[config.mk]
export PLATFORM = sky130hd
export DESIGN_NAME = bpu_update_sched
export DESIGN_NICKNAME = d
export VERILOG_FILES = /design/src/rtl/bpu_pkg.sv /design/src/rtl/bpu_commit_cnt.sv /design/src/rtl/bpu_update_sched.sv
export SDC_FILE = /design/constraint.sdc
export NUM_CORES = 1
export LEC_CHECK = 0
export BUFFER_PORTS_ARGS = -buffer_cell sky130_fd_sc_hd__clkbuf_2
export CAP_MARGIN = 20
export CORE_MARGIN = 3
export CORE_UTILIZATION = 35
export DETAILED_ROUTE_END_ITERATION = 7
export PLACE_DENSITY_LB_ADDON = 0.05
export SYNTH_ARGS = -nofsm -noshare
export SYNTH_HDL_FRONTEND = slang
export SYNTH_SLANG_ARGS = --single-unit
[constraint.sdc]
create_clock -name Clk -period 6.6 [get_ports Clk]
set_clock_uncertainty 0.1 [all_clocks]
set_input_delay 0.33 -clock Clk [delete_from_list [all_inputs] [get_ports Clk]]
set_output_delay 0.33 -clock Clk [all_outputs]
set_load 0.01 [all_outputs]
[src/rtl/bpu_pkg.sv]
// Shared constants and encodings for the BPU update scheduler.
// Branch type codes match the BPU queue storage format.
package bpu_pkg;

    localparam int QDEPTH = 64;
    localparam int PTRW   = 7;

    typedef enum logic [2:0] {
        T_NONE = 3'd0,
        T_COND = 3'd1,
        T_JMP  = 3'd2,
        T_CALL = 3'd3,
        T_RET  = 3'd4,
        T_IND  = 3'd5
    } br_type_e;

    typedef enum logic [1:0] {
        S_IDLE,
        S_UPDATE,
        S_RELOAD
    } state_e;

endpackage

[src/rtl/bpu_commit_cnt.sv]
// Popcount of the ROB commit flags and the saturating commit-pointer adder.
// An over-commit pins the pointer at the write pointer and raises over.
module bpu_commit_cnt #(
    parameter int PTRW = bpu_pkg::PTRW
) (
    input  logic [3:0]      commit,
    input  logic [PTRW-1:0] commit_ptr,
    input  logic [PTRW-1:0] write_ptr,
    output logic [PTRW-1:0] commit_ptr_n,
    output logic            over
);

    logic [2:0]      cnt;
    logic [PTRW-1:0] avail;

    always_comb begin
        cnt = 3'(commit[0]) + 3'(commit[1])
            + 3'(commit[2]) + 3'(commit[3]);
        avail = write_ptr - commit_ptr;
        over = PTRW'(cnt) > avail;
        commit_ptr_n = over ? write_ptr
                            : commit_ptr + PTRW'(cnt);
    end

endmodule

[src/rtl/bpu_update_sched.sv]
// BPU queue pointer manager: allocation, commit, in-order predictor
// update and the two-cycle speculative-state reload after a flush.
module bpu_update_sched #(
    parameter int QDEPTH = bpu_pkg::QDEPTH,
    parameter int PTRW   = bpu_pkg::PTRW
) (
    input  logic            Clk,
    input  logic            Rest,
    input  logic            FetchTQStop,
    input  logic            FetchTQFlash,
    input  logic [PTRW-1:0] FlashPtr,
    input  logic            AllocAble,
    input  logic            Inst1Commit,
    input  logic            Inst2Commit,
    input  logic            Inst3Commit,
    input  logic            Inst4Commit,
    input  logic [2:0]      RdType,
    output logic            FetchReq,
    output logic [PTRW-1:0] WritePtr,
    output logic [PTRW-1:0] CommitPtr,
    output logic [PTRW-1:0] UpdPtr,
    output logic            QueueFull,
    output logic            QueueEmpty,
    output logic            UpBtbAble,
    output logic            UpRasAble,
    output logic            UpTageAble,
    output logic            UpRasReLoad,
    output logic            UpTageReLoad,
    output logic            CommitErr
);

    import bpu_pkg::*;

    state_e          state, state_n;
    logic            r_sub, r_sub_n;
    logic [PTRW-1:0] wptr, cptr, uptr;
    logic [PTRW-1:0] wptr_n, cptr_c, uptr_n;
    logic [PTRW-1:0] occ, fd, cd;
    logic            over, upd, err;

    assign WritePtr  = wptr;
    assign CommitPtr = cptr;
    assign UpdPtr    = uptr;
    assign CommitErr = err;

    assign occ        = wptr - uptr;
    assign QueueFull  = Rest && (occ == PTRW'(QDEPTH));
    assign QueueEmpty = !Rest || (occ == '0);
    assign FetchReq   = Rest && !QueueFull && !FetchTQStop
                      && (state != S_RELOAD);
    assign upd        = Rest && (state == S_UPDATE);

    bpu_commit_cnt #(
        .PTRW(PTRW)
    ) u_cnt (
        .commit      ({Inst4Commit, Inst3Commit,
                       Inst2Commit, Inst1Commit}),
        .commit_ptr  (cptr),
        .write_ptr   (wptr),
        .commit_ptr_n(cptr_c),
        .over        (over)
    );

    // Flush target is measured from UpdPtr so "behind commit" is wrap-safe.
    always_comb begin
        uptr_n = upd ? uptr + 1'b1 : uptr;
        fd = FlashPtr - uptr;
        cd = cptr_c - uptr;
        wptr_n = wptr;
        if (FetchTQFlash) begin
            if (fd < cd || fd > PTRW'(QDEPTH))
                wptr_n = cptr_c;
            else
                wptr_n = FlashPtr;
        end else if (AllocAble && FetchReq) begin
            wptr_n = wptr + 1'b1;
        end
    end

    always_comb begin
        state_n = S_IDLE;
        r_sub_n = 1'b0;
        if (FetchTQFlash) begin
            state_n = S_RELOAD;
        end else if (state == S_RELOAD && !r_sub) begin
            state_n = S_RELOAD;
            r_sub_n = 1'b1;
        end else if (cptr_c != uptr_n) begin
            state_n = S_UPDATE;
        end
    end

    always_comb begin
        UpBtbAble  = 1'b0;
        UpRasAble  = 1'b0;
        UpTageAble = 1'b0;
        if (upd) begin
            case (RdType)
                T_COND: begin
                    UpBtbAble  = 1'b1;
                    UpTageAble = 1'b1;
                end
                T_JMP, T_IND: UpBtbAble = 1'b1;
                T_CALL, T_RET: begin
                    UpBtbAble = 1'b1;
                    UpRasAble = 1'b1;
                end
                default: ;
            endcase
        end
        UpRasReLoad  = Rest && state == S_RELOAD && !r_sub;
        UpTageReLoad = Rest && state == S_RELOAD && r_sub;
    end

    always_ff @(posedge Clk or negedge Rest) begin
        if (!Rest) begin
            state <= S_IDLE;
            r_sub <= 1'b0;
            wptr  <= '0;
            cptr  <= '0;
            uptr  <= '0;
            err   <= 1'b0;
        end else begin
            state <= state_n;
            r_sub <= r_sub_n;
            wptr  <= wptr_n;
            cptr  <= cptr_c;
            uptr  <= uptr_n;
            err   <= err | over;
        end
    end

endmodule

# Yosys cells after proc, flatten, opt, wreduce, memory -nomap -nowiden
# Cells that the tools add are included.
# classes
reduce_logical,20
addsub,10
bitwise,1
eq_ne,10
n_lt_le_gt_ge,3
n_mux,16
# op_table
operator,n
two-way mux 7 bit,5
subtractor 7 bit,4
adder 7 x 1 -> 7 bit (second input constant),2
logical AND 1 bit,10
two-way mux 1 bit,9
adder 7 x 3 -> 7 bit,1
== test 7 bit (second input constant),1
greater-than comparator 3 x 7 -> 1 bit,1
greater-than comparator 7 bit (second input constant),1
zero test 7 bit,1
< comparator 7 bit,1
inequality test 7 bit,1
adder 3 x 1 -> 3 bit,2
== test 3 x 2 -> 1 bit (second input constant),2
== test 3 bit (second input constant),2
OR reduction 5 bit,1
zero test 1 bit,4
two-way mux 2 bit,2
== test 3 x 1 -> 1 bit (second input constant),1
adder 1 x 1 -> 2 bit,1
== test 2 x 1 -> 1 bit (second input constant),1
== test 2 bit (second input constant),1
logical OR 1 bit,2
inequality test 2 bit (second input constant),1
3 further kinds,3
# totals
ff_bits,25
elab_cells,66
input_bits,19

# Logic depth before layout (Yosys ltp)
# Gate-level depths: netlist of the first run.
# depth
depth_word,10
ltp_mapped,27

# Modules after synthesis
# A second synthesis of the first run with hierarchy kept.
# hier_totals
cells_unflattened,327
area_unflattened_um2,2934.1
# by_module_without_submodules
mod,instances,seq_area_each_um2,cells_per_inst,area_each_um2
bpu_update_sched,1,625.6,249,2272.2
bpu_commit_cnt,1,0.0,78,661.9

# Worst setup path after synthesis of the first run
# OpenSTA, ideal clock, no wires.
# synth_timing
path_kind,input to register
start,in Inst1Commit
end,reg wptr[0] (netlist: WritePtr[0])
arrival_ns,4.824
setup_time_ns,0.144
path_slack_ns,1.532
path_stages,26
required_time_ns,6.356
cell_sequence,ha_1 -> inv_1 -> fa_1 -> inv_1 -> ha_1 -> ha_1 -> nor2b_1 -> o21ai_0 -> o21ai_0 -> and4_4 -> nand3_4 -> mux2_2 -> ha_1 -> nor2b_1 -> o21ai_0 -> nand2b_1 -> a21o_1 -> a21oi_1 -> xnor2_1 -> xnor2_1 -> ha_1 -> a21oi_1 -> o21ai_0 -> nand2_2 -> mux2i_1 -> a21oi_1
# synth_via
elab_chain_cells,10
elab_cells_between_ends,11
classes_between,5 x add/sub; 2 x order compare; 3 x mux; 1 x reduce/logical
# synth_rtl
item,line,source
start: declaration,bpu_update_sched.sv:13,"input logic Inst1Commit,"
adder 1 x 1 -> 2 bit *,bpu_commit_cnt.sv:17,cnt = 3'(commit[0]) + 3'(commit[1])
adder 3 x 1 -> 3 bit * (2 in a row),bpu_commit_cnt.sv:18,+ 3'(commit[2]) + 3'(commit[3]);
adder 7 x 3 -> 7 bit / greater-than comparator 3 x 7 -> 1 bit (equally long branches),"bpu_commit_cnt.sv:22, bpu_commit_cnt.sv:20",
two-way mux 7 bit *,bpu_commit_cnt.sv:21,commit_ptr_n = over ? write_ptr
named net cptr_c[2],bpu_update_sched.sv:37,"logic [PTRW-1:0] wptr_n, cptr_c, uptr_n;"
subtractor 7 bit *,bpu_update_sched.sv:68,cd = cptr_c - uptr;
< comparator 7 bit *,bpu_update_sched.sv:71,if (fd < cd || fd > PTRW'(QDEPTH))
logical OR 1 bit *,bpu_update_sched.sv:71,
two-way mux 7 bit *,bpu_update_sched.sv:71,
two-way mux 7 bit *,bpu_update_sched.sv:70,if (FetchTQFlash) begin
end signal: assignment,bpu_update_sched.sv:126,wptr <= wptr_n;
end: declaration,bpu_update_sched.sv:36,"logic [PTRW-1:0] wptr, cptr, uptr;"
# Mark *: on every way through the listed nets, which the timed path passes. The rest lies on a longest branch.
# A chain may end at the register's enable or synchronous reset.

# Final worst setup path of the first run
# layout_timing
start,reg wptr[0] (netlist: WritePtr[0])
end,reg wptr[0] (netlist: WritePtr[0])
# layout_via
elab_chain_cells,9
elab_cells_between_ends,19
classes_between,4 x add/sub; 2 x order compare; 1 x eq/ne; 4 x mux; 8 x reduce/logical
# layout_rtl
item
"parallel branches: the longest is 9 deep, another holds subtractor 7 bit"
# Several ways; the timed one is not identified. The select of a mux whose other input is x is not followed.

==> metrics.md, run 1 <==
| Metric | Value |
|---|---|
| Maximum Capacitance Violations | 0 |
| # setup viols final | 0 |
| Antenna violation net count after detailed routing | 0 |
| Outcome | finished, final reports clean |
| Seq/Total Area, Yosys | 0.2264 |
| Total die area | between 8000 and 9000 um^2 |
| Vias in the first global route | 2,413 |
| WL met2 | between 3 and 4 mm |
| Post-synthesis cell type count | between 50 and 60 |
| Total core area | around 7400 um^2 |
| Worst Tran Pin Value | around 0.77 ns |
| Synth Warn # | 0 |
| Placer Congestion | around 0.8 |
| Normalized max-slew margin | 0.4843 |
| Antenna violations before repair | 0 |
| Initial core utilization | 0.3710 |
| Worst hold slack | roughly 0.017 ns |
| CTS tree | built |
| RSZ-0062 raised after global routing | no |
| Dpl ws | between 1 and 1.5 ns |
| Synthesized flop and latch total | 25 |
| Drt total wl | about 6.8 mm |
| CTS max path bufs | 2 |
| Achievable Freq | between 150 and 200 MHz |
| Synth area leader | dfrtp_1 |
| Ratio of final minimum period to clock period | 0.8273 |
| CTS buffer count | 3 |
| R2r startpoint | WritePtr[0]$_DFFE_PN0P_ |
| DRC | 0 |
| Die height | between 90 and 100 um |
| Synth top area cells | dfrtp_1, ha_1, xnor2_1 |
| Post-layout min period | 5.460 ns |
| Uppermost routed layer | met4 |
| Vias | about 2,300 |
| Syn avg cell area | 9.058 um^2 |
| Clock Pin Slew Worst Setup and Hold Paths | ~0.09 ns |
| Starting DRT DRC Count | 76 |
| Number of flops mapped to enable cells by yosys | 0 |
| Critical Path Source | WritePtr[0]$_DFFE_PN0P_ |
| WS Path Type | reg2reg |
| Antenna cell count | 0 |
| Met1 wire length | between 3 and 4 mm |
| HPWL after DPL | around 5.8 mm |
| Final-report max-slew violation count | 0 |
| Layout cells sized above 1 | 0.1915 |
| Clk sinks | 25 |
| Worst-path fanout max | 8 |
| GRT overflow | 0 |
| Drt pass-1 iters | 4 |
| Fraction of registers with async set or reset after synthesis | 1.000 |
| Post-synth net total | around 370 |
| Most frequent cells in the layout | clkbuf_2, ha_1, inv_1, dfrtp_1, xnor2_1 |
| Worst-Skew Late Latency | between 0.2 and 0.3 ns |
| First-pass GRT wire length | ~11 mm |
| Worst path required time | approximately 6.7 ns |
| Final Worst Setup Slack | between 1 and 1.5 ns |
| Cells after synthesis | 305 |
| Pin count of the biggest net entering global routing | 33 |
| # Post-CTS Setup Buffers | 0 |
| Most common cell after layout, fill and taps aside | clkbuf_2 |
| H-tree Lvls | 1 |
| Synth-to-Final Area Change | 14.31% |
| CTS resizes | 0 |
| Final hold viol count | 0 |
| Routed wire per std cell | about 15 um |
| Worst Path Arrival | between 5 and 6 ns |
| Min-delay worst type | in2async |
| Fin nets | between 400 and 500 |
| Startpoint types | flop |
| Vias per cell | about 5.1 |
| Root Buffer | clkbuf_8 |
| Port bufs | 48 |
| Mapped Area | 2763 um^2 |
| Tot GR Track Use | 0.1641 |
| # hold bufs at CTS | 0 |
| CP Capture Type | flop |
| # fillers | 790 |
| Die W | approximately 95 um |
| I/O pin count | ~50 |
| Setup TNS | 0 ns |
| Row Count | 31 |
| Area share of the largest cell type after synthesis | 0.2264 |
| Ys flop type | dfrtp_1 |
| Routed length on met3 | between 150 and 200 um |
per-stage QoR:
stage               std cells  utilization  instance area, um^2
finish                    454       0.4241                 3158
global placement          450       0.4178                 3112
global route              454       0.4241                 3158
floorplan                 305            -                 2763
CTS                       454       0.4241                 3158
detailed placement        450       0.4178                 3112
area by class of cell:
cell class | count | area (um^2) | share of cell area
multi-input cells | 247 | 2006 | 0.6351
flip-flops and latches | 25 | 625.6 | 0.1981
repair buffers | 48 | 240.2 | 0.07607
well taps | 99 | 123.9 | 0.03922
inverters | 31 | 116.4 | 0.03685
clock buffers | 3 | 41.29 | 0.01307
clock inverters | 1 | 5.005 | 0.001585
critical path, stage by stage (launching register included):
cell,delay [ns]
dfrtp_1,0.46
inv_1,0.16
ha_1,0.19
inv_1,0.06
fa_1,0.48
inv_1,0.05
ha_1,0.29
nor2b_1,0.13
o21ai_0,0.09
o21ai_0,0.16
and4_4,0.25
nand3_4,0.14
mux2i_1,0.35
ha_1,0.26
fa_1,0.21
nor2b_1,0.05
o21ai_0,0.14
nand2b_1,0.10
a21o_1,0.19
a21oi_1,0.16
xnor2_1,0.15
xnor2_1,0.14
ha_1,0.26
a21oi_1,0.12
o21ai_0,0.11
nand2_2,0.23
mux2i_1,0.23
a21oi_1,0.08
cell families after synthesis:
kind of cell               Yosys count  synth area share
and+or+nand+nor                     87            0.1839
AOI/OAI and AO/OA                   56            0.1241
muxes                               19           0.07518
buffers and inverters               33           0.04755
xor gates and xnor gates            41            0.1300
adders and majority gates           44            0.2129
DFF                                 25            0.2264
worst paths after layout:
check                                          end  slack (ns)  cells after the start
max                        WritePtr[0]$_DFFE_PN0P_        1.14                     27
min                            UpdPtr[4]$_DFF_PN0_        0.02                      1
max reg2reg                WritePtr[0]$_DFFE_PN0P_        1.14                     27
min reg2reg                        r_sub$_DFF_PN0_        0.38                      1
max in group asynchronous   CommitPtr[2]$_DFF_PN0_        5.90                      1
min in group Clk           WritePtr[0]$_DFFE_PN0P_        0.28                      3
cell usage after synthesis (2+ instances only):
master    number
xnor2_1       25
and3_1         2
a21boi_0       2
nand3b_1       4
nor2b_1        9
nor2_1        14
o21ai_0       16
fa_1           5
or4b_1         2
a21oi_1       22
nand2b_1       4
mux2i_1       14
mux2_2         2
xor2_1        16
nand3_1        8
or2b_2         2
and4_1         2
nor3_1         6
and2_1         2
dfrtp_1       25
mux2_4         3
a211oi_1       2
inv_1         30
a21o_1         2
nand2_1       16
nor4b_1        3
ha_1          39
nand4_1        3
sequential cells by signal (all words and copies together) (netlist names):
signal     count
UpdPtr         7
WritePtr       7
state          2
CommitErr      1
r_sub          1
CommitPtr      7
metal layers:
metal / vias to the layer above / track usage
met5: - / 0
met4: 0 / 0.04327
met3: 7 / 0.01036
met2: 35 / 0.2965
met1: 1102 / 0.2107
li1: 1171 / -
Power of run 1 is not shown: default switching activity piles up to over one toggle a cycle in this logic, so the estimate is an artifact.
==> run 2: changes to the inputs <==
Settings changed: ABC_AREA set to 1.
Clock period 6.6 ns to 4.74 ns, I/O delays scaled along.
==> metrics.md, run 2 <==
| Metric | Value |
|---|---|
| Outcome | finished, final reports clean |
| Seq/Total Area, Yosys | 0.2044 (-0.02203) |
| CP Capture Type | flop |
| HPWL after DPL | 7.564 mm (+31%) |
| Final-report max-slew violation count | 0 (unchanged) |
| CTS buffer count | 3 (unchanged) |
| Fin nets | 598 (+43%) |
| R2r startpoint | WritePtr[0]$_DFFE_PN0P_ |
| Total die area | 9902 um^2 (+10%) |
| Vias per cell | 4.739 (-7.1%) |
| Synthesized flop and latch total | 25 (unchanged) |
| Synth area leader | dfrtp_1 |
| RSZ-0062 raised after global routing | yes |
| Critical Path Source | WritePtr[0]$_DFFE_PN0P_ |
| I/O pin count | 49 (unchanged) |
| Post-synth net total | 505 (+37%) |
| Total core area | 8341 um^2 (+12%) |
| Setup TNS | 0 ns (unchanged) |
| Initial core utilization | 0.3669 (-0.004031) |
| Most frequent cells in the layout | nand2_1, inv_1, nand3_1, clkbuf_2, buf_4 |
| Worst reg-to-reg path cell count | 29 (+7.4%) |
| Number of flops mapped to enable cells by yosys | 0 (unchanged) |
| Pin count of the biggest net entering global routing | 29 (-12%) |
| Crit-path max cell delay | 0.53 ns (+0.05 ns) |
| Min-delay worst type | in2reg |
| Vias | 3,028 (+31%) |
| Die height | 99.51 um (+4.9%) |
| CP max stage cell | fa_2 |
| Fraction of registers with async set or reset after synthesis | 1.000 (unchanged) |
| Worst-path fanout max | 8 (unchanged) |
| WP buf/inv | 6 (+3) |
| Layout cells sized above 1 | 0.2884 (+0.09684) |
| Ys flop type | dfrtp_1 |
| R2R setup slack | 0.11 ns (-1.03 ns) |
| Normalized max-slew margin | 0.6392 (+0.1550) |
| Clock Pin Slew Worst Setup and Hold Paths | 0.09 ns (about the same) |
| Maximum Capacitance Violations | 0 (unchanged) |
| Synth Warn # | 0 (unchanged) |
| Starting DRT DRC Count | 162 (+110%) |
| Ratio of final minimum period to clock period | 0.9774 (+0.1501) |
| H-tree Lvls | 1 (unchanged) |
| Most common cell after layout, fill and taps aside | nand2_1 |
| Syn avg cell area | 6.924 um^2 (-24%) |
| GRT overflow | 0 (unchanged) |
| Antenna violations before repair | 0 (unchanged) |
| Antenna cell count | 0 (unchanged) |
| Cells after synthesis | 442 (+45%) |
| Drt total wl | 8.813 mm (+30%) |
| Mapped Area | 3060 um^2 (+11%) |
| Worst Setup EP | WritePtr[1]$_DFFE_PN0P_ |
| CTS tree | built |
| Tot GR Track Use | 0.1803 (+0.01617) |
| Post-layout min period | 4.633 ns (-0.8276 ns) |
| # setup viols final | 0 (unchanged) |
| Critical path's top delay family | adder cells |
| Synth top area cells | dfrtp_1, ha_1, nand2_1 |
| Post-route cell area | 3968 um^2 (+26%) |
| WP depth | 29 (+7.4%) |
| Final hold viol count | 0 (unchanged) |
| Drt pass-1 iters | 4 (unchanged) |
| CTS max path bufs | 2 (unchanged) |
| Antenna violation net count after detailed routing | 0 (unchanged) |
| Worst Tran Pin Value | 0.5355 ns (-0.2381 ns) |
| Clk sinks | 25 (unchanged) |
| Area share of the largest cell type after synthesis | 0.2044 (-0.02203) |
| First-pass GRT wire length | 14.29 mm (+25%) |
| Achievable Freq | 215.8 MHz (+18%) |
| Placer Congestion | 0.8086 (+1.0%) |
| Reg-to-reg critical path endpoint | WritePtr[1]$_DFFE_PN0P_ |
| Die W | 99.51 um (+4.9%) |
| Final Util | 0.4757 (+0.05164) |
| Port bufs | 48 (unchanged) |
| Worst path required time | 4.85 ns (-1.81 ns) |
| Synth-to-Final Area Change | 29.64% |
| Root Buffer | clkbuf_8 |
| Placed Area | 3744 um^2 (+20%) |
| Worst-Skew Late Latency | 0.28 ns (about the same) |
| Cell with the most instances after synthesis | nand2_1 |
| Worst Path Arrival | 4.74 ns (-0.78 ns) |
| Row Count | 33 (+6.5%) |
| DRC | 0 (unchanged) |
| Routed wire per std cell | 13.79 um (-7.7%) |
| Post-synthesis cell type count | 32 (-40%) |
| Vias in the first global route | 2,880 (+19%) |
| Startpoint types | flop |
| WS Path Type | reg2reg |
| Synth top cells by count | nand2_1, inv_1, nand3_1 |
==> run 2: cell count changes after synthesis, moves of 9 or more <==
cell	before	now
inv_1	30	79
nand3_1	8	53
nand2_2	1	11
nor2b_1	9	0
xnor2_1	25	10
mux2i_1	14	0
nor2_1	14	24
nand2_1	16	88
==> run 2: cell type report <==
class / count / area [um^2]
fillers: 898 / 4373
flip-flops and latches: 25 / 625.6
clock buffers: 4 / 45.04
inverters: 81 / 304.0
repair buffers: 93 / 584.3
multi-input cells: 331 / 2277
well taps: 105 / 131.4
==> run 2: worst min-delay path by stage <==
stage            startpoint                  end  slack, ns  depth (start not counted)
5_1_grt        FetchTQFlash      r_sub$_DFF_PN0_       0.19                          2
3_5_place_dp           Rest  CommitErr$_DFF_PN0_       0.17                          2
4_1_cts        FetchTQFlash      r_sub$_DFF_PN0_       0.18                          2
6_report       FetchTQFlash      r_sub$_DFF_PN0_       0.16                          2
2_1_floorplan          Rest  CommitErr$_DFF_PN0_      -0.16                          0
3_3_place_gp           Rest  CommitErr$_DFF_PN0_       0.17                          2
==> run 2: kinds of logic (layout without fill, tap and decap cells) <==
logic type      Yosys count  in the layout  share of synthesized area
simple gates            201            201                     0.3025
buf+inv                  86            178                     0.1120
compound gates           54             54                    0.09730
xor+xnor                 32             32                    0.09158
fa+ha+maj                44             44                     0.1922
flops                    25             25                     0.2044
==> run 2: worst reg2reg max path: cells and delay by family, from the launching register on <==
family                   cells  cell delay (ns)
XOR/XNOR                     2             0.32
AO/OA/AOI/OAI                6             0.92
buffers and inverters        6             0.46
flip-flops                   1             0.40
adder cells (fa/ha/maj)      5             1.41
AND/OR/NAND/NOR             10             0.96
==> run 2: per-layer routing <==
metal / global-route usage / routed length [um]
met2: 0.3125 / 4381
met4: 0.03571 / 86
met3: 0.01192 / 218
met1: 0.2481 / 4126
met5: 0 / 0
==> run 2: repair_timing <==
item,in CTS,in global routing
endpoints found under the hold margin,25,0
gates resized for setup,4,34
hold buffers,1,0
pin swaps,3,25
buffers inserted,0,2
setup endpoints to repair,7,7
==> run 2: stage by stage <==
| step | hold WS (ns) | std cells | setup WS, ns |
|---|---|---|---|
| global route | 0.1941 | 639 | -0.2394 |
| floorplan | -0.1586 | 442 | 0.006702 |
| finish | 0.1634 | 639 | 0.1071 |
| global placement | 0.1655 | 632 | -0.1931 |
| detailed placement | 0.1656 | 632 | -0.2341 |
| CTS | 0.1767 | 637 | 0.005500 |
Power of run 2 is left out for the same reason.
==> run 3: changes to the inputs <==
Settings changed: REMOVE_ABC_BUFFERS set to 1.
==> metrics.md, run 3 (synthesis gave the netlist of run 2 again) <==
| Metric | Value |
|---|---|
| Clk sinks | 25 (unchanged) |
| DRC | 0 (unchanged) |
| Port bufs | 48 (unchanged) |
| RSZ-0062 raised after global routing | yes |
| Startpoint types | flop |
| Antenna violations before repair | 0 (unchanged) |
| # setup viols final | 8 (+8) |
| Placed Cells | 638 (+0.95%) |
| Worst path required time | 4.85 ns (about the same) |
| Final-report max-slew violation count | 0 (unchanged) |
| Maximum Capacitance Violations | 0 (unchanged) |
| Initial core utilization | 0.3669 (unchanged) |
| # fillers | 834 (-7.1%) |
| CTS tree | built |
| CP Capture Type | flop |
| Clock Pin Slew Worst Setup and Hold Paths | 0.09 ns (about the same) |
| Outcome | complete, but fails checks |
| HPWL after DPL | 7.607 mm (+0.56%) |
| Pin count of the biggest net entering global routing | 28 (-3.4%) |
| Die W | 99.51 um (unchanged) |
| Most frequent cells in the layout | buf_4, nand2_1, inv_1, clkbuf_2, nand3_1 |
| Final Worst Setup Slack | -0.1706 ns (-0.2777 ns) |
| WP buf/inv | 22 (+16) |
| Placed Area | 3754 um^2 (+0.27%) |
| Critical path's top delay family | buffers and inverters |
| Failing checks | setup timing |
| Most common cell after layout, fill and taps aside | buf_4 |
| Post-layout min period | 4.911 ns (+0.2777 ns) |
| Post-route cell area | 4279 um^2 (+7.9%) |
| Final hold viol count | 0 (unchanged) |
| Fin nets | 640 (+7.0%) |
| CTS max path bufs | 2 (unchanged) |
| CTS buffer count | 3 (unchanged) |
| Drt total wl | 9.643 mm (+9.4%) |
| Routed wire per std cell | 14.16 um (+2.7%) |
| Root Buffer | clkbuf_8 |
| Die height | 99.51 um (unchanged) |
| Row Count | 33 (unchanged) |
| CP max stage cell | fa_2 |
| WS Path Type | reg2reg |
| Vias in the first global route | 3,318 (+15%) |
| Drt pass-1 iters | 7 (+3) |
| Antenna cell count | 0 (unchanged) |
| Worst Path Arrival | 5.02 ns (+0.28 ns) |
| Most frequent CP cell | buf_4 |
| Normalized max-slew margin | 0.6607 (+0.02147) |
| Ratio of final minimum period to clock period | 1.036 (+0.05859) |
| Antenna violation net count after detailed routing | 0 (unchanged) |
| GRT overflow | 0 (unchanged) |
| Worst-Skew Late Latency | 0.28 ns (about the same) |
| Crit-path max cell delay | 0.53 ns (about the same) |
| Worst hold slack | 0.1877 ns (+0.02430 ns) |
| Synth-to-Final Area Change | 39.82% |
| Starting DRT DRC Count | 182 (+12%) |
| Vias | 3,288 (+8.6%) |
| Final Util | 0.5131 (+0.03735) |
| Tot GR Track Use | 0.1996 (+0.01931) |
| Final Non-Filler Cells | 681 (+6.6%) |
| Min-delay worst type | in2reg |
| Layout cells sized above 1 | 0.3385 (+0.05015) |
| First-pass GRT wire length | 15.78 mm (+10%) |
| Worst-path fanout max | 4 (-4) |
| Total die area | 9902 um^2 (unchanged) |
| I/O pin count | 49 (unchanged) |
| Worst Tran Pin Value | 0.5036 ns (-0.03186 ns) |
| Total core area | 8341 um^2 (unchanged) |
| Vias per cell | 4.828 (+1.9%) |
| Achievable Freq | 203.6 MHz (-5.7%) |
| H-tree Lvls | 1 (unchanged) |
| Placer Congestion | 0.8777 (+8.5%) |
run 3: cell count changes in the layout (fill, tap and decap cells not counted), moves of 2 or more:
cell,delta
buf_4,+40
buf_6,+2
nand3_2,+3
nand3_1,-3
ha_4,-2
o21ai_1,+2
ha_1,+2
run 3: metal layers:
metal  global-route usage  up-vias  part of all wire
li1                     -     1693                 -
met2               0.3724       51              0.52
met3              0.01473       19             0.021
met5                    0        -                 0
met4              0.06618        0             0.025
met1               0.2405     1525              0.44
run 3: repair_timing:
item | 4_1_cts | 5_1_grt
endpoints found under the setup margin | 7 | 8
setup buffers | 35 | 3
hold buffers | 1 | 0
hold endpoints to repair | 25 | 0
pin swaps | 12 | 38
gates resized for setup | 25 | 22
gates cloned | 0 | 0
run 3: final timing paths:
kind                                                end  cells past startpoint  slack (ns)                     from
worst min-delay path                    r_sub$_DFF_PN0_                      2        0.19             FetchTQFlash
min in group asynchronous            state[0]$_DFF_PN0_                      3        0.42                     Rest
worst max register to register  WritePtr[2]$_DFFE_PN0P_                     35       -0.17  WritePtr[0]$_DFFE_PN0P_
worst min register to register      CommitErr$_DFF_PN0_                      2        0.38      CommitErr$_DFF_PN0_
max in group asynchronous       WritePtr[5]$_DFFE_PN0P_                      3        3.85                     Rest
worst max-delay path            WritePtr[2]$_DFFE_PN0P_                     35       -0.17  WritePtr[0]$_DFFE_PN0P_
run 3: area by class of cell:
type / instances / area [um^2] / area share
Clock buffer: 4 / 45.04 / 0.01053
Inverter: 81 / 304.0 / 0.07105
Multi-Input combinational cell: 331 / 2266 / 0.5295
Sequential cell: 25 / 625.6 / 0.1462
Tap cell: 105 / 131.4 / 0.03070
Timing Repair Buffer: 135 / 907.1 / 0.2120
run 3: metrics by stage:
stage,setup TNS [ns],setup slack [ns]
detailed placement,-2.521,-0.3868
global placement,-2.036,-0.3261
CTS,0,0.01363
global route,-2.669,-0.3835
finish,-0.6296,-0.1706
floorplan,-2.995,-0.4531
Power of run 3 is left out for the same reason.
